--- src/rtl/spi_device.sv ---
`default_nettype none
// ---------------------------------------------------------------------------
// spi_device : SPI responder, oversampled SCK/CSN/SDI, TX holding register,
// RX queue (RxDepth-entry FIFO when SPI_DEVICE_RX_FIFO_EN is defined).
// Revision   : 1.0  initial release
// ---------------------------------------------------------------------------
module spi_device #(
  parameter bit CPOL    = 1'b0,
  parameter bit CPHA    = 1'b0,
  parameter int RxDepth = 4
) (
  input  logic       clk_i,
  input  logic       rst_ni,
  input  logic       sck_i,
  input  logic       csn_i,
  input  logic       sdi_i,
  output logic       sdo_o,
  output logic       sdo_oe_o,
  input  logic [7:0] tx_data_i,
  input  logic       tx_valid_i,
  output logic       tx_ready_o,
  output logic [7:0] rx_data_o,
  output logic       rx_valid_o,
  input  logic       rx_ready_i,
  output logic       tx_underrun_o,
  output logic       rx_overrun_o
);

  if (RxDepth < 2 || (RxDepth & (RxDepth - 1)) != 0) begin : g_depth_check
    $error("spi_device: RxDepth must be a power of two >= 2");
  end

  logic       sck_s1, sck_s2, sck_prev;
  logic       csn_s1, csn_s2;
  logic       sdi_s1, sdi_s2;
  logic       sel_q;
  logic [2:0] bit_cnt;
  logic [6:0] rx_shift;
  logic [7:0] tx_shift;
  logic [7:0] hold_data;
  logic       hold_full;

  logic       sel, sel_rise, lead, trail, sample, launch;
  logic       tx_load, byte_done, rx_full, rx_pop, rx_push;
  logic [7:0] rx_byte;

  // Edges seen in the select cycle itself are dropped; the host never clocks that early.
  assign sel       = ~csn_s2;
  assign sel_rise  = sel & ~sel_q;
  assign lead      = sel & ~sel_rise & (sck_prev == CPOL) & (sck_s2 != CPOL);
  assign trail     = sel & ~sel_rise & (sck_prev != CPOL) & (sck_s2 == CPOL);
  assign sample    = CPHA ? trail : lead;
  assign launch    = CPHA ? lead : trail;
  assign tx_load   = (sel_rise & ~CPHA) | (launch & (bit_cnt == 3'd0));
  assign byte_done = sample & (bit_cnt == 3'd7);
  assign rx_byte   = {rx_shift, sdi_s2};
  assign rx_pop    = rx_valid_o & rx_ready_i;
  assign rx_push   = byte_done & (~rx_full | rx_pop);

  assign sdo_o      = sel_q ? tx_shift[7] : 1'b1;
  assign sdo_oe_o   = sel_q;
  assign tx_ready_o = ~hold_full;

  always_ff @(posedge clk_i or negedge rst_ni) begin
    if (!rst_ni) begin
      sck_s1        <= CPOL;
      sck_s2        <= CPOL;
      sck_prev      <= CPOL;
      csn_s1        <= 1'b1;
      csn_s2        <= 1'b1;
      sdi_s1        <= 1'b0;
      sdi_s2        <= 1'b0;
      sel_q         <= 1'b0;
      bit_cnt       <= 3'd0;
      rx_shift      <= 7'd0;
      tx_shift      <= 8'd0;
      hold_data     <= 8'd0;
      hold_full     <= 1'b0;
      tx_underrun_o <= 1'b0;
      rx_overrun_o  <= 1'b0;
    end else begin
      sck_s1   <= sck_i;
      sck_s2   <= sck_s1;
      sck_prev <= sck_s2;
      csn_s1   <= csn_i;
      csn_s2   <= csn_s1;
      sdi_s1   <= sdi_i;
      sdi_s2   <= sdi_s1;
      sel_q    <= sel;

      tx_underrun_o <= tx_load & ~hold_full;
      rx_overrun_o  <= byte_done & rx_full & ~rx_pop;

      if (!sel || sel_rise) begin
        bit_cnt  <= 3'd0;
        rx_shift <= 7'd0;
      end else if (sample) begin
        rx_shift <= rx_byte[6:0];
        bit_cnt  <= bit_cnt + 3'd1;
      end

      if (tx_load) begin
        tx_shift <= hold_full ? hold_data : 8'hFF;
      end else if (launch) begin
        tx_shift <= {tx_shift[6:0], 1'b0};
      end

      // Accept only happens while empty, so a same-cycle load sees the old (empty) state.
      if (tx_valid_i && !hold_full) begin
        hold_data <= tx_data_i;
        hold_full <= 1'b1;
      end else if (tx_load) begin
        hold_full <= 1'b0;
      end
    end
  end

`ifdef SPI_DEVICE_RX_FIFO_EN
  localparam int               PTR_W     = $clog2(RxDepth);
  localparam logic [PTR_W:0]   DEPTH_CNT = (PTR_W + 1)'(RxDepth);

  logic [7:0]       mem [RxDepth];
  logic [PTR_W-1:0] wptr, rptr;
  logic [PTR_W:0]   count;

  assign rx_full    = (count == DEPTH_CNT);
  assign rx_valid_o = (count != '0);
  assign rx_data_o  = mem[rptr];

  always_ff @(posedge clk_i or negedge rst_ni) begin
    if (!rst_ni) begin
      for (int i = 0; i < RxDepth; i++) mem[i] <= 8'd0;
      wptr  <= '0;
      rptr  <= '0;
      count <= '0;
    end else begin
      if (rx_push) begin
        mem[wptr] <= rx_byte;
        wptr      <= wptr + PTR_W'(1);
      end
      if (rx_pop) rptr <= rptr + PTR_W'(1);
      count <= count + (PTR_W + 1)'(rx_push) - (PTR_W + 1)'(rx_pop);
    end
  end
`else
  logic [7:0] rx_hold;
  logic       rx_hold_v;

  assign rx_full    = rx_hold_v;
  assign rx_valid_o = rx_hold_v;
  assign rx_data_o  = rx_hold;

  always_ff @(posedge clk_i or negedge rst_ni) begin
    if (!rst_ni) begin
      rx_hold   <= 8'd0;
      rx_hold_v <= 1'b0;
    end else if (rx_push) begin
      rx_hold   <= rx_byte;
      rx_hold_v <= 1'b1;
    end else if (rx_pop) begin
      rx_hold_v <= 1'b0;
    end
  end
`endif

endmodule
`default_nettype wire

--- config.mk ---
export PLATFORM = sky130hd
export DESIGN_NAME = spi_device
export DESIGN_NICKNAME = d
export VERILOG_FILES = /design/src/rtl/spi_device.sv
export SDC_FILE = /design/constraint.sdc
export NUM_CORES = 1
export LEC_CHECK = 0
export CAP_MARGIN = 30
export CORE_MARGIN = 2
export CORE_UTILIZATION = 45
export CTS_CLUSTER_DIAMETER = 60
export DETAILED_ROUTE_END_ITERATION = 12
export PLACE_DENSITY = 0.71
export REMOVE_ABC_BUFFERS = 1
export SETUP_SLACK_MARGIN = 0.02
export SLEW_MARGIN = 20
export SYNTH_ARGS = -nofsm -noshare
export SYNTH_HDL_FRONTEND = slang
export SYNTH_SLANG_ARGS = --single-unit
--- constraint.sdc ---
create_clock -name clk_i -period 1.7 [get_ports clk_i]
set_clock_uncertainty 0.1 [all_clocks]
set_input_delay 0.51 -clock clk_i [delete_from_list [all_inputs] [get_ports clk_i]]
set_output_delay 0.51 -clock clk_i [all_outputs]
set_load 0.05 [all_outputs]
; After elaboration in Yosys (flattened, before gate mapping)
; Cells that the tools add are included.
[classes]
add_sub_neg = 1
mul = 0
div_mod_pow = 0
order_cmp = 0
n_eq_ne = 1
n_shift = 0
mux = 12
bitwise = 23
reduce_logical = 8
[op_table]
columns = operator, n
row1 = $mux 8, 3
row2 = $mux 7, 2
row3 = $and 1x1->1, 13
row4 = $not 1->1, 8
row5 = $reduce_bool 2->1, 4
row6 = $mux 3, 2
row7 = $mux 1, 5
row8 = $add 3x1->3 const B, 1
row9 = $eq 3x3->1 const B, 1
row10 = $logic_not 3->1, 1
row11 = $or 1x1->1, 2
row12 = $logic_and 1x1->1, 1
row13 = $logic_not 1->1, 1
row14 = $logic_or 1x1->1, 1
[totals]
ff_bits = 46
latchBits = 0
ram_bits = 0
romBits = 0
n_memories = 0

; Logic depth before layout (Yosys ltp)
; Gate-level depths: netlist (run 1).
[logic_depth]
word_depth = 10
ltp_mapped = 7

; Worst setup path after synthesis (run 1)
; Ideal clock, no wire load.
[synth_timing]
kind = register to output
from = register sel_q, in the netlist sdo_oe_o
to = output port sdo_o
arrival_time_ns = 1.111
t_required_ns = 1.090
setup_slack_ns = -0.021
path_stages_with_launch = 2
cell_sequence = dfrtp_1 nand2b_1
[synth_via]
elab_chain_len = 1
[synth_lines]
columns = element, line
row1 = from (decl), 36  ; logic sel_q;
row2 = from (signal assigned), 89  ; sel_q <= sel;
row3 = $mux 1, 60  ; assign sdo_o = sel_q ? tx_shift[7] : 1'b1;
row4 = to (decl), 17  ; output logic sdo_o,
; No other way between the ends.

; Final worst setup path (run 1)
; Same ends and word-level chain as after synthesis.

==> out/results.tsv, run 1 <==
stage	metric	value	unit
grt	first-pass GRT wire length	5395	µm
finish	layout cells sized above 1	28.13	%
yosys	largest family of logic cells by synthesized area	simple AND/OR/NAND/NOR gates	
yosys	syn_area_per_cell	12.08	µm²
placement	Cells after DPL	232	
yosys	register bit total from synthesis	46	
yosys	post-synthesis sequential area ratio	62.81	%
timing	Finish-stage setup viols	0	
cts	clock latency on the worst-skew pair	300	ps
placement	DP Area	0.002350	mm²
timing	min cycle time layout	1612	ps
timing	final hold violation count	0	
yosys	YS warnings	0	
die	die height	67.89	µm
hold_path	Worst Hold Class	register to register	
pwr	maximum VDD drop	0.0007558	V
timing	Hold Slack	251.3	ps
routing	Pre-antenna DRT Iters	4	
placement	RD Place Congestion	0.7536	
cts	Clock Sinks	46	
grt	GR Overflow Total	0	
cts	clock transition at the registers of the reported paths	80	ps
cts	total CTS buffers	5	
run_status	status	finished, final reports clean	
finish	Util after Layout	62.41	%
placement	PortBufs	28	
grt	largest net degree at the start of global routing	24	
timing	worst slew pin tran	352.0	ps
timing	Relative slew margins	76.53	%
grt	GR Util All Layers	16.37	%
finish	Syn-to-layout area delta	34.95	%
timing	post-route setup TNS	0	ps
worst_setup_path	Req. time, crit path	1090	ps
finish	Diodes inserted	0	
run	maxcap violations	0	
finish	NumNets Final	209	
worst_setup_path	critical path fanouts, max	3	
routing	Antenna Nets Post-Route	0	
die	Die ar.	0.004609	mm²
worst_setup_path	Crit Path Category	register to primary output	
placement	Post-Place Setup Slack	-195.7	ps
pwr	static leakage	1.122	nW
yosys	post-synthesis compound-gate area fraction	7.221	%
yosys	Unique masters post-synth	25	
worst_setup_path	worst path cell trace	nand2b_1 > buf_12	
die	Initial Util	46.25	%
finish	fin cells	242	
routing	via count	1203	
cts	Max Root-Sink Buffers	2	
pwr	pwr/cell area	1022	mW/mm²
grt	initial antenna violation count	0	
cts	root buffer cell	clkbuf_8	
worst_setup_path	crit-path max cell delay	440	ps
timing	fin crit share	94.84	%
yosys	Synth Cell Area	0.001837	mm²
routing	Via density	4.971	
yosys	Synth Area in XOR/XNOR	0.4768	%
finish	design area	0.002479	mm²
die	FP Rows	23	
worst_setup_path	Crit-path slowest cell	dfrtp_2	
timing	fmax	620.2	MHz
worst_setup_path	Crit. End Element	primary output	
die	Die W	67.89	µm
die	Core Area	0.003971	mm²
cts	CTS tree	yes	
routing	WL per Instance	12.34	µm
routing	initial drt markers	51	
timing	Final Slew Violations	0	
worst_setup_path	Worst EP arrival	1000	ps
grt	vias in the first global route	1224	
pwr	Pwr Total	2.534	mW
yosys	simple-gate share of the synthesized area	14.99	%
worst_setup_path	CP startpoint kind	register	
die	# IOs	29	
cts	CTS H-tree lvls	2	
yosys	mux contribution to synthesized area	9.809	%
routing	Routed WL	2987	µm
yosys	Post-Syn Instances	152	
routing	drc violations	0	
timing	RSZ-0062 raised after global routing	false	
placement	dpl hpwl	2211	µm
timing	PnR worst setup slack	87.73	ps
yosys	Post-Synth Adder-Cell Area	2.044	%
## placed cells by master, fill, tap and decap left out
| master | n |
|---|---|
| xnor2_1 | 1 |
| mux2_2 | 16 |
| clkbuf_1 | 1 |
| nor2b_1 | 1 |
| clkinvlp_4 | 1 |
| o21ai_2 | 1 |
| buf_2 | 1 |
| clkdlybuf4s50_1 | 13 |
| and2b_1 | 1 |
| and2b_2 | 1 |
| dlygate4sd3_1 | 1 |
| dfstp_2 | 2 |
| o21ai_0 | 2 |
| ha_1 | 3 |
| nor3b_1 | 7 |
| dfrtp_1 | 43 |
| inv_1 | 4 |
| a21o_2 | 1 |
| nand2b_1 | 5 |
| clkbuf_8 | 5 |
| o31ai_1 | 7 |
| nor2_1 | 10 |
| buf_12 | 15 |
| nand4_4 | 1 |
| buf_4 | 7 |
| nand2_1 | 28 |
| a21o_1 | 1 |
| dfrtp_2 | 1 |
| nand3_1 | 1 |
| bufinv_16 | 1 |
| inv_2 | 1 |
| a21oi_1 | 9 |
## cells by family after synthesis
family,Yosys count
flip-flops,46
AND/OR/NAND/NOR,55
AO/OA/AOI/OAI,21
XOR/XNOR,1
adder cells (fa/ha/maj),3
buffers and inverters,10
multiplexers,16
## synth_stat cells (all sizes together)
cell type	count	area share (%)
dfrtp	44	60
nor2b	1	0.34
a21o	2	0.89
ha	3	2.0
buf	5	1.6
nand2b	5	1.7
dfstp	2	2.9
o21ai	3	1.0
nand4	1	1.2
a21oi	9	2.5
o31ai	7	2.9
nand3	1	0.27
xnor2	1	0.48
nor3b	7	2.9
mux2	16	9.8
clkinv	1	0.20
nor2	10	2.0
inv	4	0.82
nand2	28	5.7
and2b	2	0.89
## where the power goes
part	internal, mW	total [mW]	switching [mW]
registers	1.24	1.31	0.0776
clock network	0.438	0.780	0.342
logic	0.234	0.440	0.206
## state kept, by name, summed over array words and instances, names as in the netlist
name and count:
hold_full 1, sdi_s1 1, hold_data 8, rx_overrun_o 1, sdi_s2 1, sck_prev 1, sdo_oe_o 1, rx_data_o 8
csn_s1 1, rx_shift 7, tx_underrun_o 1, sck_s2 1, csn_s2 1, sck_s1 1, tx_shift 8, rx_valid_o 1
bit_cnt 3
## worst paths after layout
path	startpoint	end	slack [ps]	depth (start not counted)
setup / recovery	sdo_oe_o$_DFF_PN0_	sdo_o	90	2
hold / removal	sck_s1$_DFF_PN0_	sck_s2$_DFF_PN0_	250	0
setup reg to reg	bit_cnt[0]$_DFFE_PN0P_	rx_data_o[0]$_DFFE_PN0P_	130	4
hold reg to reg	sck_s1$_DFF_PN0_	sck_s2$_DFF_PN0_	250	0
max in group asynchronous	rst_ni	hold_data[6]$_DFFE_PN0P_	500	3
min in group asynchronous	rst_ni	bit_cnt[0]$_DFFE_PN0P_	530	2
## what timing repair did
| action | 4_1_cts | 5_1_grt |
|---|---|---|
| resized for setup | 1 | 1 |
| hold endpoints to repair | 8 | 0 |
| buffers inserted | 0 | 1 |
| hold buffers | 1 | 0 |
| endpoints found under the setup margin | 1 | 2 |
## area by class of cell
| cell class | count | area, µm² |
|---|---|---|
| Fill cell | 306 | 1493 |
| Sequential cell | 46 | 1155 |
| Tap cell | 50 | 62.56 |
| Multi-Input combinational cell | 96 | 634.4 |
| Clock inverter | 2 | 37.54 |
| Inverter | 5 | 18.77 |
| Clock buffer | 6 | 72.57 |
| Timing Repair Buffer | 37 | 498.0 |
## critical path: cells and delay by family (launching register included)
| family | cells | cell delay (ps) |
|---|---|---|
| buffers and inverters | 1 | 140 |
| flip-flops | 1 | 440 |
| AND/OR/NAND/NOR | 1 | 130 |
## metal layers
metal	GRT usage, %	share of wire, %	up-vias
met3	5.757	5.1	8
met1	18.43	42	586
met2	27.57	51	25
met4	8.250	2.2	0
met5	0	0	-
li1	-	-	584
(Power assumes the default switching activity.)
==> run 2, diff against run 1 <==
--- a/config.mk
+++ b/config.mk
@@ -5,7 +5,9 @@
 export SDC_FILE = /design/constraint.sdc
 export NUM_CORES = 1
 export LEC_CHECK = 0
+export ABC_CLOCK_PERIOD_IN_PS = 1500
 export CAP_MARGIN = 30
+export CORE_ASPECT_RATIO = 0.7
 export CORE_MARGIN = 2
 export CORE_UTILIZATION = 45
 export CTS_CLUSTER_DIAMETER = 60
==> constraint.sdc (replaced) <==
create_clock -name clk_i -period 1.5 [get_ports clk_i]
set_clock_uncertainty 0.1 [all_clocks]
set_input_delay 0.45 -clock clk_i [delete_from_list [all_inputs] [get_ports clk_i]]
set_output_delay 0.45 -clock clk_i [all_outputs]
set_load 0.05 [all_outputs]
==> out/results.tsv, run 2 (same netlist as run 1, synthesis figures left out) <==
stage	metric	value	unit	change
die	# IOs	29		unchanged
finish	NumNets Final	214		+2.4%
cts	CTS tree	yes		
placement	dpl hpwl	2607	µm	+18%
finish	design area	0.002719	mm²	+9.7%
timing	Finish-stage setup viols	15		+15
cts	Max Root-Sink Buffers	2		unchanged
finish	Fill cells	275		-10%
grt	GR Util All Layers	19.40	%	+3.0 points
timing	Final Slew Violations	0		unchanged
cts	root buffer cell	clkbuf_8		
cts	Clock Sinks	46		unchanged
timing	RSZ-0062 raised after global routing	true		
timing	Hold Slack	258.3	ps	+7.046 ps
run_status	failing checks	negative setup slack		
pwr	Pwr Total	3.044	mW	+20%
grt	GR Overflow Total	0		unchanged
pwr	maximum VDD drop	0.0007503	V	-0.72%
timing	Relative slew margins	73.22	%	-3.3 points
die	Die ar.	0.004617	mm²	+0.17%
worst_setup_path	Crit. End Element	primary output		
grt	largest net degree at the start of global routing	23		-4.2%
worst_setup_path	CP startpoint kind	register		
placement	DP Area	0.002387	mm²	+1.6%
finish	Syn-to-layout area delta	48.02	%	
routing	Via density	5.120		+3.0%
die	FP Rows	19		-17%
worst_setup_path	Crit Path Category	register to primary output		
timing	worst slew pin tran	401.7	ps	+49.63 ps
routing	Antenna Nets Post-Route	0		unchanged
routing	Pre-antenna DRT Iters	4		unchanged
finish	layout cells sized above 1	40.61	%	+12 points
timing	fin crit share	104.4	%	
placement	PortBufs	28		unchanged
finish	most common cell after layout, fill and taps aside	dfrtp_1		
finish	commonest non-fill, non-tap cells in the layout	41 x dfrtp_1, 28 x nand2_1, 16 x buf_12, 14 x mux2_4, 12 x clkdlybuf4s50_1		
cts	total CTS buffers	5		unchanged
routing	WL per Instance	16.59	µm	+34%
worst_setup_path	Worst EP arrival	1020	ps	+20 ps
worst_setup_path	critical path fanouts, max	2		-1
timing	PnR worst setup slack	-66.62	ps	-154.3 ps
finish	fin cells	249		+2.9%
routing	Routed WL	4132	µm	+38%
placement	Post-Place Setup Slack	-317.2	ps	-121.5 ps
finish	Util after Layout	69.31	%	+6.9 points
routing	drc violations	0		unchanged
die	die height	57.45	µm	-15%
routing	initial drt markers	121		+140%
worst_setup_path	Req. time, crit path	950	ps	-140 ps
run_status	status	finished with violations		
run	maxcap violations	0		unchanged
placement	Cells after DPL	237		+2.2%
cts	clock latency on the worst-skew pair	290	ps	about the same
pwr	pwr/cell area	1120	mW/mm²	+9.5%
placement	RD Place Congestion	0.7817		+3.7%
timing	final hold violation count	0		unchanged
pwr	static leakage	1.251	nW	+12%
grt	first-pass GRT wire length	6561	µm	+22%
finish	Diodes inserted	0		unchanged
routing	via count	1275		+6.0%
timing	fmax	638.3	MHz	
cts	CTS H-tree lvls	2		unchanged
die	Core Area	0.003923	mm²	-1.2%
grt	initial antenna violation count	0		unchanged
timing	min cycle time layout	1567	ps	
hold_path	Worst Hold Class	register to register		
timing	post-route setup TNS	-695.4	ps	-695.4 ps
die	Initial Util	46.83	%	+0.58 points
grt	vias in the first global route	1306		+6.7%
cts	clock transition at the registers of the reported paths	90	ps	about the same
die	Die W	80.36	µm	+18%
run 2: cell count changes in the layout (fill, tap and decap cells not counted), sizes merged:
| cell | delta |
|---|---|
| buf | +4 |
| clkdlybuf4s50 | -1 |
| clkbuf | +3 |
| bufinv | -1 |
| clkinvlp | -1 |
| dlygate4sd2 | +1 |
run 2: metal layers:
| metal | global-route usage [%] | part of all wire, % | vias to the layer above |
|---|---|---|---|
| met2 | 29.40 | 50 | 30 |
| met3 | 6.646 | 3.3 | 9 |
| li1 | - | - | 594 |
| met4 | 6.053 | 1.5 | 0 |
| met5 | 0 | 0 | - |
| met1 | 26.75 | 46 | 642 |
run 2: path summary, 6_finish.rpt:
| kind | startpoint | to | slack, ps | depth (start not counted) |
|---|---|---|---|---|
| max | tx_shift[7]$_DFFE_PN0P_ | sdo_o | -70 | 2 |
| min | csn_s1$_DFF_PN1_ | csn_s2$_DFF_PN1_ | 260 | 0 |
| max reg2reg | bit_cnt[0]$_DFFE_PN0P_ | rx_data_o[2]$_DFFE_PN0P_ | -60 | 4 |
| min reg2reg | csn_s1$_DFF_PN1_ | csn_s2$_DFF_PN1_ | 260 | 0 |
| max in group asynchronous | rst_ni | sdo_oe_o$_DFF_PN0_ | 240 | 3 |
| min in group asynchronous | rst_ni | hold_data[1]$_DFFE_PN0P_ | 540 | 2 |
run 2: power breakdown:
group	switching, mW	internal, mW
clock network	0.396	0.465
registers	0.127	1.40
logic	0.291	0.361
run 2: area by class of cell:
cell class	instances	area, µm²	share of cell area [%]
multi-input cells	96	789.5	29.04
well taps	52	65.06	2.393
repair buffers	42	575.6	21.17
clock buffers	8	110.1	4.050
flip-flops and latches	46	1157	42.57
inverters	5	21.27	0.7823
run 2: critical path: stages, from the launching register on:
cell and delay [ps]:
dfrtp_1 390, nand2b_1 180, buf_12 160
run 2: timing repair:
item                                   4_1_cts  5_1_grt
pin swaps                                    1        3
buffers inserted                             1        1
setup endpoints to repair                   18       29
cloned                                       0        1
endpoints found under the hold margin       12        0
hold buffers                                 1        0
resized for setup                           19       28
